--- config.mk ---
export PLATFORM = sky130hd
export DESIGN_NAME = gemm_sched_flat
export DESIGN_NICKNAME = d
export VERILOG_FILES = /design/src/rtl/gemm_sched_if.sv /design/src/rtl/gemm_sched.sv /design/src/flat_wrapper.sv
export SDC_FILE = /design/constraint.sdc
export NUM_CORES = 1
export LEC_CHECK = 0
export BUFFER_PORTS_ARGS = -buffer_cell sky130_fd_sc_hd__buf_4
export CORE_ASPECT_RATIO = 1.75
export CORE_MARGIN = 3
export CORE_UTILIZATION = 61
export DETAILED_ROUTE_END_ITERATION = 16
export PLACE_DENSITY = 0.84
export SKIP_CTS_REPAIR_TIMING = 1
export SLEW_MARGIN = 20
export SYNTH_ARGS = -nofsm -noshare
export SYNTH_HDL_FRONTEND = slang
export SYNTH_SLANG_ARGS = --single-unit
--- constraint.sdc ---
create_clock -name clk -period 5.9 [get_ports clk]
set_input_delay 0.295 -clock clk [delete_from_list [all_inputs] [get_ports clk]]
set_output_delay 0.295 -clock clk [all_outputs]
set_load 0.005 [all_outputs]
--- src/rtl/gemm_sched_if.sv ---
// rtl/gemm_sched_if.sv - command, bank-load and execution handshakes of the GEMM tile scheduler
interface gemm_sched_if #(
    parameter int TW = 8
);
    logic          cmd_valid;
    logic          cmd_ready;
    logic [TW-1:0] cmd_ntile;
    logic          ld_req;
    logic          ld_buf;
    logic          ld_done;
    logic          ex_init;
    logic          ex_buf;
    logic          ex_fin;
    logic          busy;
    logic          done;
    logic [TW-1:0] tile_cnt;

    modport slave (
        input  cmd_valid, cmd_ntile, ld_done, ex_fin,
        output cmd_ready, ld_req, ld_buf, ex_init, ex_buf, busy, done, tile_cnt
    );

    modport master (
        output cmd_valid, cmd_ntile, ld_done, ex_fin,
        input  cmd_ready, ld_req, ld_buf, ex_init, ex_buf, busy, done, tile_cnt
    );
endinterface

--- src/rtl/gemm_sched.sv ---
// rtl/gemm_sched.sv - ping-pong tile scheduler: overlaps bank load of tile t+1 with execution of tile t
module gemm_sched #(
    parameter int TW = 8
) (
    input  logic         clk,
    input  logic         rst,
    gemm_sched_if.slave  bus
);
    typedef enum logic {IDLE, RUN} state_t;

    state_t        state_q, state_d;
    logic [TW-1:0] ntile_q, ntile_d;
    logic [TW-1:0] issued_q, issued_d;
    logic [TW-1:0] tile_cnt_q, tile_cnt_d;
    logic [1:0]    full_q, full_d;
    logic          ld_buf_q, ld_buf_d;
    logic          ex_buf_q, ex_buf_d;
    logic          ld_out_q, ld_out_d;
    logic          ex_run_q, ex_run_d;
    logic          ld_req_q, ld_req_d;
    logic          ex_init_q, ex_init_d;
    logic          done_q, done_d;

    // Issue decisions look at next-state bookkeeping so completions free a bank in the very next cycle.
    always_comb begin
        state_d    = state_q;
        ntile_d    = ntile_q;
        issued_d   = issued_q;
        tile_cnt_d = tile_cnt_q;
        full_d     = full_q;
        ld_buf_d   = ld_buf_q;
        ex_buf_d   = ex_buf_q;
        ld_out_d   = ld_out_q;
        ex_run_d   = ex_run_q;
        ld_req_d   = 1'b0;
        ex_init_d  = 1'b0;
        done_d     = 1'b0;

        case (state_q)
            IDLE: begin
                if (bus.cmd_valid) begin
                    if (bus.cmd_ntile == '0) begin
                        done_d = 1'b1;
                    end else begin
                        state_d    = RUN;
                        ntile_d    = bus.cmd_ntile;
                        issued_d   = '0;
                        tile_cnt_d = '0;
                        full_d     = 2'b00;
                        ld_buf_d   = 1'b0;
                        ex_buf_d   = 1'b0;
                        ld_out_d   = 1'b0;
                        ex_run_d   = 1'b0;
                    end
                end
            end
            RUN: begin
                if (bus.ld_done && ld_out_q) begin
                    full_d[ld_buf_q] = 1'b1;
                    ld_buf_d         = ~ld_buf_q;
                    ld_out_d         = 1'b0;
                end
                if (bus.ex_fin && ex_run_q) begin
                    full_d[ex_buf_q] = 1'b0;
                    ex_buf_d         = ~ex_buf_q;
                    ex_run_d         = 1'b0;
                    tile_cnt_d       = tile_cnt_q + TW'(1);
                    if (tile_cnt_d == ntile_q) begin
                        state_d = IDLE;
                        done_d  = 1'b1;
                    end
                end
            end
            default: state_d = IDLE;
        endcase

        if (state_d == RUN) begin
            if ((issued_d < ntile_d) && !ld_out_d && !full_d[ld_buf_d]) begin
                ld_req_d = 1'b1;
                ld_out_d = 1'b1;
                issued_d = issued_d + TW'(1);
            end
            if (!ex_run_d && full_d[ex_buf_d]) begin
                ex_init_d = 1'b1;
                ex_run_d  = 1'b1;
            end
        end
    end

    always_ff @(posedge clk or posedge rst) begin
        if (rst) begin
            state_q    <= IDLE;
            ntile_q    <= '0;
            issued_q   <= '0;
            tile_cnt_q <= '0;
            full_q     <= 2'b00;
            ld_buf_q   <= 1'b0;
            ex_buf_q   <= 1'b0;
            ld_out_q   <= 1'b0;
            ex_run_q   <= 1'b0;
            ld_req_q   <= 1'b0;
            ex_init_q  <= 1'b0;
            done_q     <= 1'b0;
        end else begin
            state_q    <= state_d;
            ntile_q    <= ntile_d;
            issued_q   <= issued_d;
            tile_cnt_q <= tile_cnt_d;
            full_q     <= full_d;
            ld_buf_q   <= ld_buf_d;
            ex_buf_q   <= ex_buf_d;
            ld_out_q   <= ld_out_d;
            ex_run_q   <= ex_run_d;
            ld_req_q   <= ld_req_d;
            ex_init_q  <= ex_init_d;
            done_q     <= done_d;
        end
    end

    assign bus.cmd_ready = (state_q == IDLE);
    assign bus.busy      = (state_q == RUN);
    assign bus.ld_req    = ld_req_q;
    assign bus.ld_buf    = ld_buf_q;
    assign bus.ex_init   = ex_init_q;
    assign bus.ex_buf    = ex_buf_q;
    assign bus.done      = done_q;
    assign bus.tile_cnt  = tile_cnt_q;

    a_ld_to_empty: assert property (@(posedge clk) disable iff (rst) ld_req_q |-> !full_q[ld_buf_q]);
    a_ex_on_full:  assert property (@(posedge clk) disable iff (rst) ex_init_q |-> full_q[ex_buf_q]);
    a_issue_bound: assert property (@(posedge clk) disable iff (rst) issued_q <= ntile_q);
endmodule

--- src/flat_wrapper.sv ---
// flat-port wrapper written by rule: the top's interface ports become plain ports
module gemm_sched_flat 
#(
    parameter int TW = 8
)
  (clk, rst, bus_cmd_valid, bus_cmd_ntile, bus_ld_done, bus_ex_fin, bus_cmd_ready, bus_ld_req, bus_ld_buf, bus_ex_init, bus_ex_buf, bus_busy, bus_done, bus_tile_cnt);
  gemm_sched_if #(.TW(TW)) bus_i ();
  input  logic clk;
  input  logic rst;
  input wire logic [$bits(bus_i.cmd_valid)-1:0] bus_cmd_valid;
  input wire logic [$bits(bus_i.cmd_ntile)-1:0] bus_cmd_ntile;
  input wire logic [$bits(bus_i.ld_done)-1:0] bus_ld_done;
  input wire logic [$bits(bus_i.ex_fin)-1:0] bus_ex_fin;
  output wire logic [$bits(bus_i.cmd_ready)-1:0] bus_cmd_ready;
  output wire logic [$bits(bus_i.ld_req)-1:0] bus_ld_req;
  output wire logic [$bits(bus_i.ld_buf)-1:0] bus_ld_buf;
  output wire logic [$bits(bus_i.ex_init)-1:0] bus_ex_init;
  output wire logic [$bits(bus_i.ex_buf)-1:0] bus_ex_buf;
  output wire logic [$bits(bus_i.busy)-1:0] bus_busy;
  output wire logic [$bits(bus_i.done)-1:0] bus_done;
  output wire logic [$bits(bus_i.tile_cnt)-1:0] bus_tile_cnt;
  assign bus_i.cmd_valid = bus_cmd_valid;
  assign bus_i.cmd_ntile = bus_cmd_ntile;
  assign bus_i.ld_done = bus_ld_done;
  assign bus_i.ex_fin = bus_ex_fin;
  assign bus_cmd_ready = bus_i.cmd_ready;
  assign bus_ld_req = bus_i.ld_req;
  assign bus_ld_buf = bus_i.ld_buf;
  assign bus_ex_init = bus_i.ex_init;
  assign bus_ex_buf = bus_i.ex_buf;
  assign bus_busy = bus_i.busy;
  assign bus_done = bus_i.done;
  assign bus_tile_cnt = bus_i.tile_cnt;
  gemm_sched #(.TW(TW)) u_core (.clk(clk), .rst(rst), .bus(bus_i));
endmodule
=== Word-level counts from Yosys, hierarchy flattened ===
Cells that the tools add are included.

* Add/sub/neg operators: 2
* Reductions and logical operators: 12
* Multiplexer cells: 60
* Order comparisons: 7
* Bitwise operators: 6
* Equality and inequality tests: 4

{| class="wikitable"
|+ Operators by type and width
! operator !! number
|-
| $mux W8 || 11
|-
| $mux W1 || 34
|-
| $add A8 B1 Y8 const B || 2
|-
| $pmux W8 S2 || 1
|-
| $pmux W1 S2 || 6
|-
| $mux W2 || 5
|-
| $eq A8 B8 Y1 || 1
|-
| $logic_not A8 Y1 || 1
|-
| $lt A1 B2 Y1 const B || 4
|-
| $lt A8 B8 Y1 || 1
|-
| $logic_and A1 B1 Y1 || 7
|-
| $ne A2 B2 Y1 const B || 3
|-
| $pmux W2 S2 || 1
|-
| $logic_not A1 Y1 || 3
|-
| $not A1 Y1 || 3
|-
| $reduce_and A3 Y1 || 1
|-
| $and A2 B2 Y2 || 1
|-
| $demux W1 S1 || 2
|-
| $ge A1 B1 Y1 const B || 2
|-
| $not A2 Y2 || 1
|-
| $or A2 B2 Y2 || 1
|}

* Logic and storage cells: 103
* Bits in registers: 34
* Input port bits: 13
* Output and inout port bits: 15

=== Longest topological paths before layout ===
Gate-level depths: netlist of the first run.

* Depth in word-level cells: 16
* Depth in mapped cells: 17

=== Worst setup path before layout of the first run ===
OpenSTA, ideal clock, no wires.

* Path kind: input to register
* Start: input port bus_cmd_ntile[5]
* End: register u_core.issued_q[1]
* Stages: 13
* Slack: 2.664 ns
* Buffers on the path: 3
* Data arrival time: 3.111 ns
* Library setup time: 0.125 ns
* Cell sequence: nor4_4 > a21o_2 > clkbuf_1 > clkbuf_1 > a22oi_1 > ha_1 > a211o_1 > nor2_1 > a311oi_1 > a2111o_1 > o21ba_1 > buf_6 > mux2_2

* Longest elaborated chain between the ends: 10
* Elaborated cells between the ends (all ways): 29
* Classes of those cells: add/sub (1); order compare (1); mux (22); reduce/logical (5)

{| class="wikitable"
|+ Ends and longest elaborated chain
! element !! RTL line !! RTL
|-
| start: declaration || flat_wrapper.sv:11 || <nowiki>input wire logic [$bits(bus_i.cmd_ntile)-1:0] bus_cmd_ntile;</nowiki>
|-
| parallel branches: the longest is 9 deep, another holds $lt A8 B8 Y1 || n/a ||
|-
| $mux W8 * || gemm_sched.sv:77 || <nowiki>if (state_d == RUN) begin</nowiki>
|-
| named net u_core.issued_d[1] || gemm_sched.sv:13 || <nowiki>logic [TW-1:0] issued_q, issued_d;</nowiki>
|-
| end signal: assignment || gemm_sched.sv:107 || <nowiki>issued_q <= issued_d;</nowiki>
|-
| end: declaration || gemm_sched.sv:13 ||
|}

Mark *: on every way through the listed nets, which the timed path passes. The select of a mux whose other input is x is not followed.
A chain may end at the register's enable or synchronous reset.

=== Worst setup path in the final report of the first run ===
* Start: register u_core.state_q, in the netlist u_core.bus.busy
* End: register u_core.issued_q[1]

* Longest elaborated chain between the ends: 8
* Elaborated cells between the ends (all ways): 17
* Classes of those cells: add/sub (1); order compare (1); mux (10); bitwise (1); reduce/logical (4)

{| class="wikitable"
|+ Ends and longest elaborated chain
! element !! RTL line !! RTL
|-
| start: declaration || gemm_sched.sv:11 || <nowiki>state_t state_q, state_d;</nowiki>
|-
| start signal: assignment || gemm_sched.sv:105 || <nowiki>state_q <= state_d;</nowiki>
|-
| parallel branches: the longest is 7 deep, another holds $lt A8 B8 Y1 || n/a ||
|-
| $mux W8 * || gemm_sched.sv:77 ||
|-
| named net u_core.issued_d[1] || gemm_sched.sv:13 ||
|}

Marked as above.

==> impl_metrics.toml, run 1 <==
[sta]
slew_headroom = 0.619
max_freq_mhz = 300
slew_violations = 0
layout_min_cycle_time_ns = 3.33
tightest_slew_ns = 0.570
grt_setup_unrepaired = "no"
layout_setup_ws_ns = 2.57
skew_ns = 0.00826
finalSetupViolCount = 0
fin_hold_ws_ns = 0.0987
tns_ns = 0
hold_viol_final = 0
period_share = 0.565

[routing]
drtIter0Drc = 17
viasPerCell = 5.91
dr_total_vias = 1701
routed_wl_um = 4350
drc = 0
wl_per_cell_um = 15.1
drt_first_pass_iters = 4
antenna_left = 0

[synthesis]
ys_ff_latch = 34
synth_area_per_cell_um2 = 9.49
async_flop_share = 1.00
synth_fp_nets = 238
synth_area_leaders = "dfrtp_1 42%, xnor2_1 6.0%, ha_1 5.5%"
ys_seq_area_frac = 0.415
yosys_warnings = 0
synth_edf_count = 0
synthDistinctLibCells = 47
synth_most_common_cell = "dfrtp_1"
post-synth-top-area-cell = "dfrtp_1"
synth_top_cell_area_share = 0.415
syn_inst = 216
syn_area_mm2 = 0.00205
synthTopCellsByCount = "34 x dfrtp_1, 26 x nand2_1, 16 x inv_1, 16 x o21ai_0"
synth_flop_cell = "dfrtp_1"

[pwr]
sw_frac_of_total = 0.395
p_clk_frac = 0.179
pwr_density_cell_mw_per_mm2 = 490
p_int_w = 0.000707
combinationalPowerShare = 0.479
p_leak_nw = 1.12
p_switching_w = 0.000463
seq_power_share = 0.342
vdd_drop_max_uv = 374

[floorplanning]
num_rows = 27
die_h_um = 82.7
core_area_mm2 = 0.00318
io_pins = 28
initial_utilization = 0.645
die_w_um = 49.8
dieArea_mm2 = 0.00412

[clocking]
path_clk_slew_ns = 0.07
cts-htree-levels = 2
clock_latency_ns = 0.29
root_buffer = "clkbuf_8"
clock_sinks = 34
ctsLongestPathBuffers = 2
cts_buffers = 5
cts_tree = "built"

[layout]
antenna_cells = 0
drive_gt1_frac = 0.200
fill_cells = 266
post-route-util = 0.752
fin_nets = 266
syn_to_final_growth_pct = 16.5

[worst_setup_path]
cp.arrival_ns = 3.51
r2r-end = "u_core.issued_q[1]$_DFF_PP0_"
end_kind = "flip-flop"
path_max_fanout = 21
worst_ep_required_time_ns = 6.08
r2r-start = "u_core.bus.busy$_DFF_PP0_"
rrSetupSlack_ns = 2.57
critical_path_class = "reg -> reg"
reg2reg_depth = 10
start_kind = "flip-flop"

[grt]
grt_antenna_before_repair = 0
grt_pass1_wl_um = 7220
grt_pass1_vias = 1657
grt_use_total = 0.234
grt_overflow = 0
grt_max_degree = 35

[run_status]
status = "complete, no violations"

[placement]
dp_hpwl_um = 3310
port_buffers = 27
place_ws_ns = 2.42
gp_congestion = 0.840

[run]
drv_cap = 0

[hold_path]
hold_path.class = "in -> async"
==> through the flow <==
| step | instance area, µm² | std cells | power, W |
|---|---|---|---|
| 2_1_floorplan | 2050 | 216 | 0.000832 |
| 3_3_place_gp | 2280 | 280 | 0.000944 |
| 3_5_place_dp | 2280 | 280 | 0.000962 |
| 4_1_cts | 2390 | 288 | 0.00118 |
| 5_1_grt | 2390 | 288 | 0.00127 |
| 6_report | 2390 | 288 | 0.00117 |
==> layout make-up <==
cell class,count,area (µm²),share of cell area
inverter,16,60.1,0.0252
clock buffer,5,68.8,0.0288
clock inverter,3,40.0,0.0168
timing repair buffer,28,210,0.0881
multi-input combinational,159,1100,0.462
sequential,34,851,0.356
tap,43,53.8,0.0225
==> how the worst max path moves through the flow <==
stage	endpoint	start	cells after the start
after floorplan	u_core.issued_q[1]$_DFF_PP0_	bus_cmd_ntile[5]	13
after detailed placement	u_core.issued_q[1]$_DFF_PP0_	bus_cmd_ntile[5]	11
after global placement	u_core.issued_q[1]$_DFF_PP0_	bus_cmd_ntile[5]	11
after global routing	u_core.issued_q[6]$_DFF_PP0_	u_core.bus.busy$_DFF_PP0_	11
after CTS	u_core.issued_q[1]$_DFF_PP0_	u_core.bus.busy$_DFF_PP0_	10
final	u_core.issued_q[1]$_DFF_PP0_	u_core.bus.busy$_DFF_PP0_	10
==> power by group through the flow <==
stage | Combinational [W] | Clock [W] | Sequential (W)
4_1_cts | 0.000564 | 0.000216 | 0.000399
3_5_place_dp | 0.000560 | 0 | 0.000402
3_3_place_gp | 0.000544 | 0 | 0.000400
2_1_floorplan | 0.000447 | 0 | 0.000384
5_1_grt | 0.000637 | 0.000223 | 0.000411
6_report | 0.000560 | 0.000210 | 0.000400
==> layout by cell type, fill, tap and decap left out, types with 2 or more instances in the layout <==
| cell | count |
|---|---|
| dfrtp_1 | 34 |
| buf_4 | 28 |
| nand2_1 | 26 |
| inv_1 | 16 |
| o21ai_0 | 16 |
| xnor2_1 | 14 |
| nor2_1 | 14 |
| ha_1 | 9 |
| and2_1 | 8 |
| nand3_1 | 8 |
| a21oi_1 | 7 |
| a22oi_1 | 6 |
| and3_1 | 5 |
| nand4_1 | 5 |
| clkbuf_8 | 5 |
| xor2_1 | 4 |
| a31oi_1 | 3 |
| nor4_4 | 2 |
| nor2b_1 | 2 |
| a311oi_1 | 2 |
| a211o_1 | 2 |
| o22ai_1 | 2 |
| clkinv_2 | 2 |
==> kinds of logic (layout without fill, tap and decap cells) <==
group | after synthesis | after routing | share of synthesized area
AO/OA/AOI/OAI | 51 | 51 | 0.175
flip-flops | 34 | 34 | 0.415
AND/OR/NAND/NOR | 77 | 77 | 0.200
XOR/XNOR | 19 | 19 | 0.0849
adder cells (fa/ha/maj) | 9 | 9 | 0.0549
multiplexers | 3 | 3 | 0.0238
buffers and inverters | 23 | 52 | 0.0464
==> sequential cells by signal, indices dropped and copies added, names as in the netlist, 2 cells and up <==
name                 flops
u_core.full_q            2
u_core.issued_q          8
u_core.bus.tile_cnt      8
u_core.ntile_q           8
==> per-layer routing <==
layer  track usage  vias to the layer above  routed length (µm)
met5             0                        -                   0
met4         0.183                        0                 230
met3        0.0431                       21                 197
met2         0.407                       55                2310
met1         0.247                      813                1620
li1              -                      812                   -
==> critical path, stage by stage, from the launching register on <==
cell and delay (ns):
dfrtp_1 0.51, nand2b_1 0.21, a21o_2 0.33, and2_1 0.30, ha_1 0.28, a211o_1 0.27
a21oi_1 0.12, a311oi_1 0.06, a2111o_1 0.31, o21ba_1 0.45, mux2_2 0.38
Power figures use the tool's default switching activity.
==> run 2, diff against run 1 <==
- ABC_AREA: not set -> 1
- CORE_UTILIZATION: 61 -> 57
- PLACE_DENSITY: 0.84 -> 0.79
- clock period: 5.9 -> 3.19 ns (I/O delays scaled with it)
==> run 2 against run 1 <==
The run now ends with negative hold slack left; synthesized area grew 5.2%; clock skew about the same; design area rose by 3.6%; largest cell class unchanged; routed wire length up 7.5%; sequential share of layout area down 1.2 points; power rose by 98%; highest routed layer unchanged.
==> impl_metrics.toml, run 2 <==
[run_status]
status = "complete, but fails checks"
failed_checks = "negative hold slack"

[synthesis]
synth_edf_count = 0
syn_inst = 293
syn_area_mm2 = 0.00216
synth_top_cell_area_share = 0.395
async_flop_share = 1.00
ys_seq_area_frac = 0.395
post-synth-top-area-cell = "dfrtp_1"
ys_ff_latch = 34
synth_area_leaders = "dfrtp_1 39%, nand2_1 15%, inv_1 9.4%"
synthTopCellsByCount = "86 x nand2_1, 54 x inv_1, 34 x dfrtp_1"
synth_area_per_cell_um2 = 7.36
synth_most_common_cell = "nand2_1"
synth_fp_nets = 315
synth_flop_cell = "dfrtp_1"
synthDistinctLibCells = 32
yosys_warnings = 0

[worst_setup_path]
worst_ep_required_time_ns = 3.35
critical_path_class = "reg -> reg"
path_max_fanout = 15
start_kind = "flip-flop"
crit_path_top_delay_cell = "dfrtp_1"
crit_path_max_incr_delay_ns = 0.49
cp.arrival_ns = 2.96
path_cells = "nor2_4 > o21ai_4 > inv_1 > nand2_1 > o21ai_0 > inv_1 > ha_1 > a21oi_1 > nor2_1 > nor2_1 > nand3_2 > nor2_4 > nand2_1 > xor2_1"
end_kind = "flip-flop"

[pwr]
seq_power_share = 0.334
finalPower_w = 0.00232
vdd_drop_max_uv = 642
combinationalPowerShare = 0.532
p_switching_w = 0.00105
p_leak_nw = 1.37
p_int_w = 0.00126
p_clk_frac = 0.134
pwr_density_cell_mw_per_mm2 = 937
sw_frac_of_total = 0.454

[clocking]
path_clk_slew_ns = 0.07
root_buffer = "clkbuf_8"
cts_buffers = 5
cts_tree = "built"
clock_sinks = 34
clock_latency_ns = 0.28
cts-htree-levels = 2
ctsLongestPathBuffers = 2

[sta]
fin_hold_ws_ns = -0.00783
layout_min_cycle_time_ns = 2.80
slew_violations = 0
finalSetupViolCount = 0
tightest_slew_ns = 0.723
period_share = 0.877
skew_ns = 0.00797
hold_viol_final = 9
layout_setup_ws_ns = 0.393
grt_setup_unrepaired = "no"
slew_headroom = 0.518
tns_ns = 0
max_freq_mhz = 358

[placement]
gp_congestion = 0.839
dpl_cell_area_mm2 = 0.00239
dp_hpwl_um = 3670
place_ws_ns = 0.347
port_buffers = 27

[floorplanning]
die_h_um = 87.4
core_area_mm2 = 0.00363
initial_utilization = 0.594
dieArea_mm2 = 0.00459
num_rows = 29
io_pins = 28
die_w_um = 52.5

[layout]
fin_area_mm2 = 0.00247
final_common_cell = "nand2_1"
syn_to_final_growth_pct = 14.7
fill_cells = 305
antenna_cells = 0
fin_nets = 345
drive_gt1_frac = 0.168
layout_common_cells = "86 x nand2_1, 54 x inv_1, 34 x dfrtp_1"
multi_input_area_mm2 = 0.00106
seqCellArea_um2 = 851

[grt]
grt_overflow = 0
grt_pass1_vias = 1873
grt_pass1_wl_um = 7820
grt_max_degree = 20
grt_antenna_before_repair = 0
grt_use_total = 0.232

[routing]
dr_total_vias = 1920
wl_per_cell_um = 12.7
routed_wl_um = 4680
viasPerCell = 5.22
drtIter0Drc = 47
drt_first_pass_iters = 4
antenna_left = 0
drc = 0

[hold_path]
hold_path.class = "in -> async"

[run]
drv_cap = 0
run 2: cell count changes after synthesis, sizes merged, moves of 6 or more:
cell   before  now
and2        8    0
o21ai      16    9
and3        6    0
xnor2      15    1
nor2       14   25
nand2      27   89
nand3       8   31
inv        16   56
a22oi       6    0
run 2: per-stage QoR:
step | hold WS (ns) | util | std cells
after floorplan | 0.295 | - | 293
after global placement | 0.333 | 0.659 | 362
after detailed placement | 0.324 | 0.659 | 362
after CTS | 0.0174 | 0.681 | 368
after global routing | 0.0561 | 0.681 | 368
final | -0.00783 | 0.681 | 368
run 2: final timing paths:
check | from | endpoint | slack [ns] | depth (start not counted)
min in group clk | bus_cmd_ntile[0] | u_core.ntile_q[0]$_DFF_PP0_ | 0.12 | 3
worst max register to register | u_core.bus.busy$_DFF_PP0_ | u_core.issued_q[0]$_DFF_PP0_ | 0.39 | 14
max in group asynchronous | rst | u_core.issued_q[6]$_DFF_PP0_ | 2.50 | 3
worst max-delay path | u_core.bus.busy$_DFF_PP0_ | u_core.issued_q[0]$_DFF_PP0_ | 0.39 | 14
worst min-delay path | rst | u_core.bus.tile_cnt[2]$_DFFE_PP0P_ | -0.008 | 2
worst min register to register | u_core.ntile_q[0]$_DFF_PP0_ | u_core.ntile_q[0]$_DFF_PP0_ | 0.53 | 2
run 2: power groups by stage:
stage               registers [W]  clock network [W]  logic (W)
floorplan                0.000735                  0   0.000980
global placement         0.000774                  0    0.00120
detailed placement       0.000777                  0    0.00123
CTS                      0.000771           0.000316    0.00124
global route             0.000796           0.000334    0.00143
finish                   0.000774           0.000310    0.00123
run 2: cells by family after synthesis:
| kind of cell | share of synthesized area |
|---|---|
| AND/OR/NAND/NOR | 0.342 |
| multiplexers | 0.00522 |
| buffers and inverters | 0.114 |
| flip-flops | 0.395 |
| adder cells (fa/ha/maj) | 0.0522 |
| AO/OA/AOI/OAI | 0.0836 |
| XOR/XNOR | 0.00813 |
run 2: routing by layer:
layer | routed length [µm] | vias up | part of all wire | global-route usage
li1 | - | 984 | - | -
met1 | 1730 | 879 | 0.37 | 0.221
met2 | 2620 | 41 | 0.56 | 0.433
met3 | 143 | 16 | 0.031 | 0.0429
met4 | 191 | 0 | 0.041 | 0.137
met5 | 0 | - | 0 | 0
run 2: area by class of cell:
cell class / instances / area share
tap: 46 / 0.0233
clock buffer: 6 / 0.0334
inverter: 56 / 0.0860
sequential: 34 / 0.344
timing repair buffer: 28 / 0.0850
multi-input combinational: 198 / 0.428
run 2: worst max-delay path, delay by kind of cell (launching register included):
kind	cells	cell delay (ns)
AO/OA/AOI/OAI	3	0.42
XOR/XNOR	1	0.17
adder cells (fa/ha/maj)	1	0.19
buffers and inverters	2	0.29
flip-flops	1	0.49
AND/OR/NAND/NOR	7	1.11
